[src/rtl/m3_pkg.sv]
// Shared definitions for the 3-phase gate-drive bus: fault codes, FSM states,
// gate classes and the step-to-gate pattern table used by driver and monitor.
package m3_pkg;

    localparam logic [2:0] FC_NONE     = 3'd0;
    localparam logic [2:0] FC_SHOOT    = 3'd1;
    localparam logic [2:0] FC_ILLEGAL  = 3'd2;
    localparam logic [2:0] FC_DEADTIME = 3'd3;
    localparam logic [2:0] FC_SKIP     = 3'd4;

    typedef enum logic [1:0] {ST_IDLE, ST_RUN, ST_DEAD, ST_FAULT} state_t;

    typedef enum logic [2:0] {CLS_OFF, CLS_DEAD, CLS_STEP, CLS_SHOOT, CLS_ILLEGAL} gclass_t;

    // Gate word layout: {cLN, cHP, bLN, bHP, aLN, aHP}; HP lines are active-low.
    localparam logic [5:0] G_OFF = 6'b010101;

    localparam logic [5:0][5:0] STEP_GATE = {
        6'b001101,  // 5: C high, B low
        6'b000111,  // 4: C high, A low
        6'b010011,  // 3: B high, A low
        6'b110001,  // 2: B high, C low
        6'b110100,  // 1: A high, C low
        6'b011100   // 0: A high, B low
    };

endpackage

[src/rtl/m3gate_decode.sv]
// Combinational classifier for the registered gate word: class, step index
// and whether that step is the same as, or adjacent to, the current step.
module m3gate_decode
    import m3_pkg::*;
(
    input  logic [5:0] g,
    input  logic [2:0] step_cur,
    output gclass_t    cls,
    output logic [2:0] k,
    output logic       is_same,
    output logic       is_next,
    output logic       is_prev
);

    logic [2:0] hi;
    logic [2:0] lo;
    logic [2:0] next_step;
    logic [2:0] prev_step;

    always_comb begin
        hi  = {!g[4], !g[2], !g[0]};
        lo  = {g[5], g[3], g[1]};
        cls = CLS_OFF;
        k   = 3'd0;
        if (|(hi & lo)) begin
            cls = CLS_SHOOT;
        end else if ($countones(hi) > 1 || $countones(lo) > 1) begin
            cls = CLS_ILLEGAL;
        end else if (hi == 3'b000 && lo == 3'b000) begin
            cls = CLS_OFF;
        end else if (hi == 3'b000 || lo == 3'b000) begin
            cls = CLS_DEAD;
        end else begin
            cls = CLS_STEP;
        end
        for (int i = 0; i < 6; i++) begin
            if (g == STEP_GATE[i]) k = 3'(i);
        end
    end

    assign next_step = (step_cur == 3'd5) ? 3'd0 : step_cur + 3'd1;
    assign prev_step = (step_cur == 3'd0) ? 3'd5 : step_cur - 3'd1;
    assign is_same   = (k == step_cur);
    assign is_next   = (k == next_step);
    assign is_prev   = (k == prev_step);

endmodule

[src/rtl/m3gate_monitor.sv]
// Receive-side monitor for the six-wire gate bus: tracks the commutation step,
// direction and step period, and latches the first fault seen.
module m3gate_monitor
    import m3_pkg::*;
#(
    parameter int DEAD_MAX = 16,
    parameter int PW       = 24
) (
    input  logic          clk50mhz,
    input  logic          reset,
    input  logic          aHP,
    input  logic          bHP,
    input  logic          cHP,
    input  logic          aLN,
    input  logic          bLN,
    input  logic          cLN,
    input  logic          faultClr,
    output logic [2:0]    step,
    output logic          stepValid,
    output logic          stepStrobe,
    output logic          dirFwd,
    output logic [PW-1:0] period,
    output logic          periodValid,
    output logic          fault,
    output logic [2:0]    faultCode
);

    localparam int DW = $clog2(DEAD_MAX + 1);

    logic [5:0]    g;
    state_t        state, state_nx;
    gclass_t       cls;
    logic [2:0]    k;
    logic          is_same, is_next, is_prev;
    logic [DW-1:0] dead_cnt, dead_nx;
    logic [PW-1:0] cnt, cnt_nx, period_nx;
    logic          seen, seen_nx;
    logic [2:0]    step_nx, code_nx;
    logic          dir_nx, strobe_nx, pvld_nx;

    function automatic logic [PW-1:0] sat_inc(input logic [PW-1:0] v);
        return (&v) ? v : v + PW'(1);
    endfunction

    m3gate_decode u_decode (
        .g        (g),
        .step_cur (step),
        .cls      (cls),
        .k        (k),
        .is_same  (is_same),
        .is_next  (is_next),
        .is_prev  (is_prev)
    );

    always_comb begin
        state_nx  = state;
        step_nx   = step;
        dir_nx    = dirFwd;
        strobe_nx = 1'b0;
        code_nx   = faultCode;
        dead_nx   = '0;
        cnt_nx    = cnt;
        period_nx = period;
        pvld_nx   = periodValid;
        seen_nx   = seen;
        unique case (state)
            ST_FAULT: begin
                if (faultClr) begin
                    state_nx = ST_IDLE;
                    code_nx  = FC_NONE;
                end
            end
            default: begin
                if (state != ST_IDLE) cnt_nx = sat_inc(cnt);
                case (cls)
                    CLS_SHOOT: begin
                        state_nx = ST_FAULT;
                        code_nx  = FC_SHOOT;
                    end
                    CLS_ILLEGAL: begin
                        state_nx = ST_FAULT;
                        code_nx  = FC_ILLEGAL;
                    end
                    CLS_OFF: state_nx = ST_IDLE;
                    CLS_DEAD: begin
                        // A dead gap is only timed once a step has been seen.
                        if (state != ST_IDLE) begin
                            dead_nx = (state == ST_DEAD) ? dead_cnt + DW'(1) : DW'(1);
                            if (int'(dead_nx) >= DEAD_MAX) begin
                                state_nx = ST_FAULT;
                                code_nx  = FC_DEADTIME;
                            end else begin
                                state_nx = ST_DEAD;
                            end
                        end
                    end
                    CLS_STEP: begin
                        if (state == ST_IDLE) begin
                            state_nx = ST_RUN;
                            step_nx  = k;
                        end else if (is_same) begin
                            state_nx = ST_RUN;
                        end else if (is_next || is_prev) begin
                            state_nx  = ST_RUN;
                            step_nx   = k;
                            dir_nx    = is_next;
                            strobe_nx = 1'b1;
                            period_nx = sat_inc(cnt);
                            cnt_nx    = '0;
                            pvld_nx   = periodValid | seen;
                            seen_nx   = 1'b1;
                        end else begin
                            state_nx = ST_FAULT;
                            code_nx  = FC_SKIP;
                        end
                    end
                    default: ;
                endcase
            end
        endcase
        if (state_nx == ST_IDLE) begin
            cnt_nx  = '0;
            pvld_nx = 1'b0;
            seen_nx = 1'b0;
        end
    end

    always_ff @(posedge clk50mhz) begin
        if (reset) state <= ST_IDLE;
        else       state <= state_nx;
    end

    always_ff @(posedge clk50mhz) begin
        if (reset) begin
            g           <= G_OFF;
            step        <= 3'd0;
            dirFwd      <= 1'b1;
            stepStrobe  <= 1'b0;
            period      <= '0;
            periodValid <= 1'b0;
            faultCode   <= FC_NONE;
            dead_cnt    <= '0;
            cnt         <= '0;
            seen        <= 1'b0;
        end else begin
            g           <= {cLN, cHP, bLN, bHP, aLN, aHP};
            step        <= step_nx;
            dirFwd      <= dir_nx;
            stepStrobe  <= strobe_nx;
            period      <= period_nx;
            periodValid <= pvld_nx;
            faultCode   <= code_nx;
            dead_cnt    <= dead_nx;
            cnt         <= cnt_nx;
            seen        <= seen_nx;
        end
    end

    assign stepValid = (state == ST_RUN);
    assign fault     = (state == ST_FAULT);

endmodule

[config.mk]
export PLATFORM = sky130hd
export DESIGN_NAME = m3gate_monitor
export DESIGN_NICKNAME = d
export VERILOG_FILES = /design/src/rtl/m3_pkg.sv /design/src/rtl/m3gate_decode.sv /design/src/rtl/m3gate_monitor.sv
export SDC_FILE = /design/constraint.sdc
export NUM_CORES = 1
export LEC_CHECK = 0
export ABC_CLOCK_PERIOD_IN_PS = 3100
export CORE_MARGIN = 2
export CORE_UTILIZATION = 56
export CTS_CLUSTER_SIZE = 8
export DETAILED_ROUTE_END_ITERATION = 8
export HOLD_SLACK_MARGIN = 0.06
export PLACE_DENSITY = 0.91
export SETUP_SLACK_MARGIN = 0.02
export SLEW_MARGIN = 20
export SYNTH_ARGS = -nofsm -noshare
export SYNTH_HDL_FRONTEND = slang
export SYNTH_SLANG_ARGS = --single-unit
[constraint.sdc]
create_clock -name clk50mhz -period 3.1 [get_ports clk50mhz]
set_clock_uncertainty 0.2 [all_clocks]
set_input_delay 0.62 -clock clk50mhz [delete_from_list [all_inputs] [get_ports clk50mhz]]
set_output_delay 0.62 -clock clk50mhz [all_outputs]
set_load 0.05 [all_outputs]
After elaboration in Yosys (flattened, before gate mapping). Index checks and enable logic that the tools add are counted.

Register bits after elaboration: 71.

Add/sub/neg operators: 8. $lt $le $gt $ge: 3. Equal/unequal tests: 23. Multiplexer cells: 38. Bitwise operators: 8. Reductions and logical operators: 25.

Operator list (count): two-way mux 24 bit (6); adder 32 x 1 -> 32 bit (2); > comparator 32 x 2 -> 1 bit, second input constant (2); two-way mux 3 bit (17); adder 24 x 1 -> 24 bit, second input constant (1); AND reduction 24 bit (1); two-way mux 2 bit (9); != test 3 bit, second input constant (5); equality test 6 bit, second input constant (2); logical NOT 3 bit (4); case mux 3 bit (4 select lines) (1); equality test 3 bit (3); case mux 2 bit (4 select lines) (1); AND reduction 7 bit (1); equality test 3 x 2 -> 1 bit, second input constant (2); equality test 3 bit, second input constant (2); equality test 6 x 3 -> 1 bit, second input constant (1); equality test 6 x 4 -> 1 bit, second input constant (1); equality test 6 x 5 -> 1 bit, second input constant (1); NOT 1 bit (6); adder 5 x 1 -> 5 bit, second input constant (1); greater-or-equal comparator 5 bit, second input constant (1); two-way mux 5 bit (1); AND reduction 5 bit (1); 22 further kinds (33).

Longest topological paths before layout.
Word-level depth: 15. Depth in mapped cells: 12.

Modules after synthesis. Synthesis repeated with hierarchy kept, for this count alone.

Cells, all modules: 481. Area, all modules: 3936.3 sq um.

By module, submodules not included: m3gate_monitor (times used 1, cells an instance 435, area an instance 3569.7 sq um, seq. area each 1421.4 sq um); m3gate_decode (times used 1, cells an instance 46, area an instance 366.6 sq um, seq. area each 0.0 sq um).

Least setup slack after synthesis. OpenSTA, ideal clock, no wires.

Path kind: flip-flop to flip-flop. Start point: register state[0]. End point: register period[17]. Library setup time: 0.086 ns. Data arrival time: 2.577 ns. Required time: 2.814 ns. Path slack: 0.238 ns. Stages on the path, launching flop included: 10. Clock period less this slack: 2.862 ns. Path through: dfxtp_1 > clkbuf_1 > nor2b_1 > nand2b_1 > clkbuf_1 > and4_1 > buf_4 > buf_2 > nor2_1 > a211oi_1.

Word-level cells in the longest chain between the ends: 3.

RTL lines: start, declared (line m3gate_monitor.sv:31) `state_t state, state_nx;`; start signal, assigned (line m3gate_monitor.sv:130) `else state <= state_nx;`; equality test 2 bit or logical NOT 2 bit (tied branches) (line m3gate_monitor.sv:66, m3gate_monitor.sv:98); NOT 1 bit (no source line); AND reduction 5 bit (no source line) *; end signal, assigned (line m3gate_monitor.sv:150) `period <= period_nx;`; end, declared (line m3gate_monitor.sv:22) `output logic [PW-1:0] period,`.

Mark *: on every way between the ends. The rest lies on a longest branch, timed or not. A chain may end at the register's enable or synchronous reset.

Final worst setup path.
Start point: register state[0]. End point: output fault.

Word-level cells in the longest chain between the ends: 1.

RTL lines: equality test 2 bit (line m3gate_monitor.sv:160) `assign fault = (state == ST_FAULT);`; end, declared (line m3gate_monitor.sv:24) `output logic fault,`.

Every way passes these cells.

==> reports/qor.txt <==
RUN STATUS
------------------------------------------------------------------------------------
Result of the run ..................................................... complete, no violations

ROUTE
------------------------------------------------------------------------------------
Pre-antenna DRT Iters .................................................            5
Count of vias placed by the detailed router ...........................         3799
Total detailed-routing wirelength .....................................      9.63 mm
Per-cell via count in the routed design ...............................         6.21
Routed wire length per instance .......................................      15.7 um
Number of nets with antenna violations after detailed routing .........            0
Violation count after the first detailed-routing iteration ............          387
Remaining design rule violation count .................................            0

GRT
------------------------------------------------------------------------------------
Met1 Usage GRT ........................................................        0.353
Global routing met3 resource utilization ..............................       0.0726
Largest net degree at the start of global routing .....................           48
Vias in the first global route ........................................         3398
Global-route wire length before repair ................................      16.0 mm
Number of antenna violations at the first check in global routing .....            0
Highest-utilization routing layer at the global route stage ...........         met2
Final global-route overflow total .....................................            0
Total GRT Usage .......................................................        0.262
Met2 layer usage reported by global route .............................        0.406

FLOW RUN
------------------------------------------------------------------------------------
Number of maximum-capacitance violations ..............................            0

CLOCK TREE
------------------------------------------------------------------------------------
Buffers inserted during post-CTS setup optimization ...................            0
H-tree level count ....................................................            3
TritonCTS clock tree ..................................................          yes
Clock root cell ....................................................... sky130_fd_sc_hd__clkbuf_8
Clock latency at the later pin of the worst-skew pair .................       360 ps
Clock Pin Slew Worst Setup and Hold Paths .............................        70 ps
Maximum buffer depth of the clock tree ................................            2
Count of clock tree sinks .............................................           71
Number of buffers created by CTS ......................................            9

POWER
------------------------------------------------------------------------------------
Switching power summed over all nets ..................................   0.000672 W
Power share of the clock group ........................................        0.392
Power Dens Cells ......................................................   494 mW/mm2
Max rail drop VDD .....................................................   0.000270 V
Proportion of total power due to net switching ........................        0.290
Total internal power ..................................................    0.00165 W
Portion of total power attributed to sequential cells .................        0.422
Logic gate share of total power .......................................        0.187
LEAKAGE ...............................................................      1.57 nW

LAYOUT
------------------------------------------------------------------------------------
Area growth syn-to-layout .............................................        19.9%
Combined area of the multi-input logic cells ..........................  0.00230 mm2
Number of antenna diodes ..............................................            0
Finished Core Util ....................................................        0.690
Final net count .......................................................          527
Share of final-layout standard cells stronger than drive strength 1 ...       0.0853
Filler cell count in the final layout .................................          515
Combined flip-flop and latch cell area ................................  0.00142 mm2

STA
------------------------------------------------------------------------------------
Period utilization ....................................................        0.934
Max Transition Viols Final ............................................            0
Relative slew margins .................................................        0.562
Final setup violation count ...........................................            0
Count of final hold-check violations ..................................            0
Minimum clock period after layout .....................................      2890 ps
Setup repair after global routing missed its margin ...................           no
Worst path setup slack after routing ..................................       206 ps
Max Clock Freq ........................................................      346 MHz
Fin Setup TNS .........................................................         0 ps
Worst Tran Pin Value ..................................................       650 ps

LOGIC SYNTHESIS
------------------------------------------------------------------------------------
Per-instance average area after synthesis .............................     8.17 um2
FF+latch count, synth .................................................           71
Primary FF master, synth .............................................. sky130_fd_sc_hd__dfxtp_1
Most repeated cell in the gate-level netlist after synthesis .......... sky130_fd_sc_hd__dfxtp_1
Post-Syn Instances ....................................................          479
Most area-hungry cell type in the Yosys netlist ....................... sky130_fd_sc_hd__dfxtp_1
Synthesized area ......................................................  0.00391 mm2
Number of unique standard cell types used by synthesis ................           61
Post-synth EDFFs ......................................................            0
YS warnings ...........................................................            0
Share of the yosys chip area belonging to registers ...................        0.363
Commonest cells post-synth ............................................ sky130_fd_sc_hd__dfxtp_1, sky130_fd_sc_hd__nor2_1, sky130_fd_sc_hd__nand2_1
Fraction of post-synthesis cell area in the top cell type by area .....        0.363
Fraction of registers with async set/reset ............................            0
Ranking of synthesized cells by area .................................. sky130_fd_sc_hd__dfxtp_1, sky130_fd_sc_hd__nor2_1, sky130_fd_sc_hd__nand2_1
Synthesized netlist net count .........................................          495

PLACE
------------------------------------------------------------------------------------
Weighted congestion at the end of routability-driven global placement .        0.955
Pre-CTS setup slack ...................................................       219 ps
DPL Wire Length .......................................................      6.57 mm
Count of input and output buffers .....................................           43

WORST HOLD PATH
------------------------------------------------------------------------------------
Class of the tightest hold or removal check ........................... flip-flop to flip-flop

WORST SETUP PATH
------------------------------------------------------------------------------------
Required time at the endpoint of the critical path ....................      2280 ps
Sort of element at the start of the critical path .....................    flip-flop
Crit end category .....................................................  output port
Register-to-register setup slack ......................................       250 ps
Category of the most critical setup path .............................. flip-flop to output port
Data arrival time at the worst-slack endpoint .........................      2070 ps
Max Fanout on Critical Path ...........................................            9

FLOORPLAN
------------------------------------------------------------------------------------
Core Area .............................................................  0.00679 mm2
Vertical extent of the die ............................................      87.6 um
Boundary pin count ....................................................           44
Core Rows .............................................................           30
Die Footprint .........................................................  0.00767 mm2
Die extent in x .......................................................      87.6 um
Starting density of the core ..........................................        0.576

repair_timing:
action | 4_1_cts | 5_1_grt
endpoints found under the setup margin | 0 | 45
resized for setup | 0 | 3
endpoints found under the hold margin | 0 | 0
hold buffers | 0 | 0
cell families after synthesis:
kind of cell / after synthesis / synth area share
fa+ha+maj: 7 / 0.0224
flops: 71 / 0.363
simple gates: 209 / 0.279
compound gates: 115 / 0.218
mux: 5 / 0.0128
buf+inv: 49 / 0.0531
xor+xnor: 23 / 0.0515
per-stage QoR:
step | total power, W | cells | cell area (um2) | hold WS (ps)
floorplan | 0.00129 | 479 | 3910 | 265
global placement | 0.00140 | 596 | 4430 | 250
detailed placement | 0.00141 | 596 | 4430 | 256
CTS | 0.00232 | 612 | 4680 | 276
global route | 0.00241 | 612 | 4690 | 288
finish | 0.00232 | 612 | 4690 | 279
worst max-delay path, stage by stage (launching register included):
cell	delay, ps
sky130_fd_sc_hd__dfxtp_1	470
sky130_fd_sc_hd__nand2_1	230
sky130_fd_sc_hd__inv_1	200
sky130_fd_sc_hd__clkdlybuf4s50_1	830
sequential cells by signal (all words and copies together), names as in the netlist:
name / flops
stepStrobe: 1
dirFwd: 1
seen: 1
g: 6
state: 2
faultCode: 3
cnt: 24
period: 24
periodValid: 1
step: 3
dead_cnt: 5
layout by cell type (no fill, tap or decap), drive strengths merged, types with 13 or more instances in the layout:
cell type       n
inv            14
nor2           48
nand2          46
xnor2          14
o21ai          14
nand3          28
a211oi         20
buf            13
clkdlybuf4s50  43
a21oi          23
dfxtp          71
layout make-up:
cell class              instances  area share
clock buffers                  11      0.0301
clock inverters                 5      0.0224
inverters                      14      0.0112
multi-input cells             359       0.490
flip-flops and latches         71       0.303
well taps                      96      0.0256
repair buffers                 56       0.118
path summary, 6_finish.rpt:
path | to | start | depth (start not counted)
worst max-delay path | fault | state[0] | 3
worst min-delay path | dirFwd | dirFwd | 1
worst max register to register | cnt[4] | g[1] | 8
worst min register to register | dirFwd | dirFwd | 1
metal layers:
| layer | vias to the layer above | share of wire |
|---|---|---|
| met5 | - | 0 |
| met1 | 1762 | 0.44 |
| li1 | 1823 | - |
| met2 | 194 | 0.47 |
| met4 | 0 | 0.013 |
| met3 | 20 | 0.077 |
power by group through the flow:
stage | registers (W) | logic, W | clock network, W
6_report | 0.000977 | 0.000433 | 0.000908
5_1_grt | 0.000981 | 0.000463 | 0.000968
4_1_cts | 0.000976 | 0.000422 | 0.000925
3_5_place_dp | 0.000997 | 0.000416 | 0
3_3_place_gp | 0.000993 | 0.000407 | 0
2_1_floorplan | 0.00102 | 0.000267 | 0
Power figures use the tool's default switching activity.
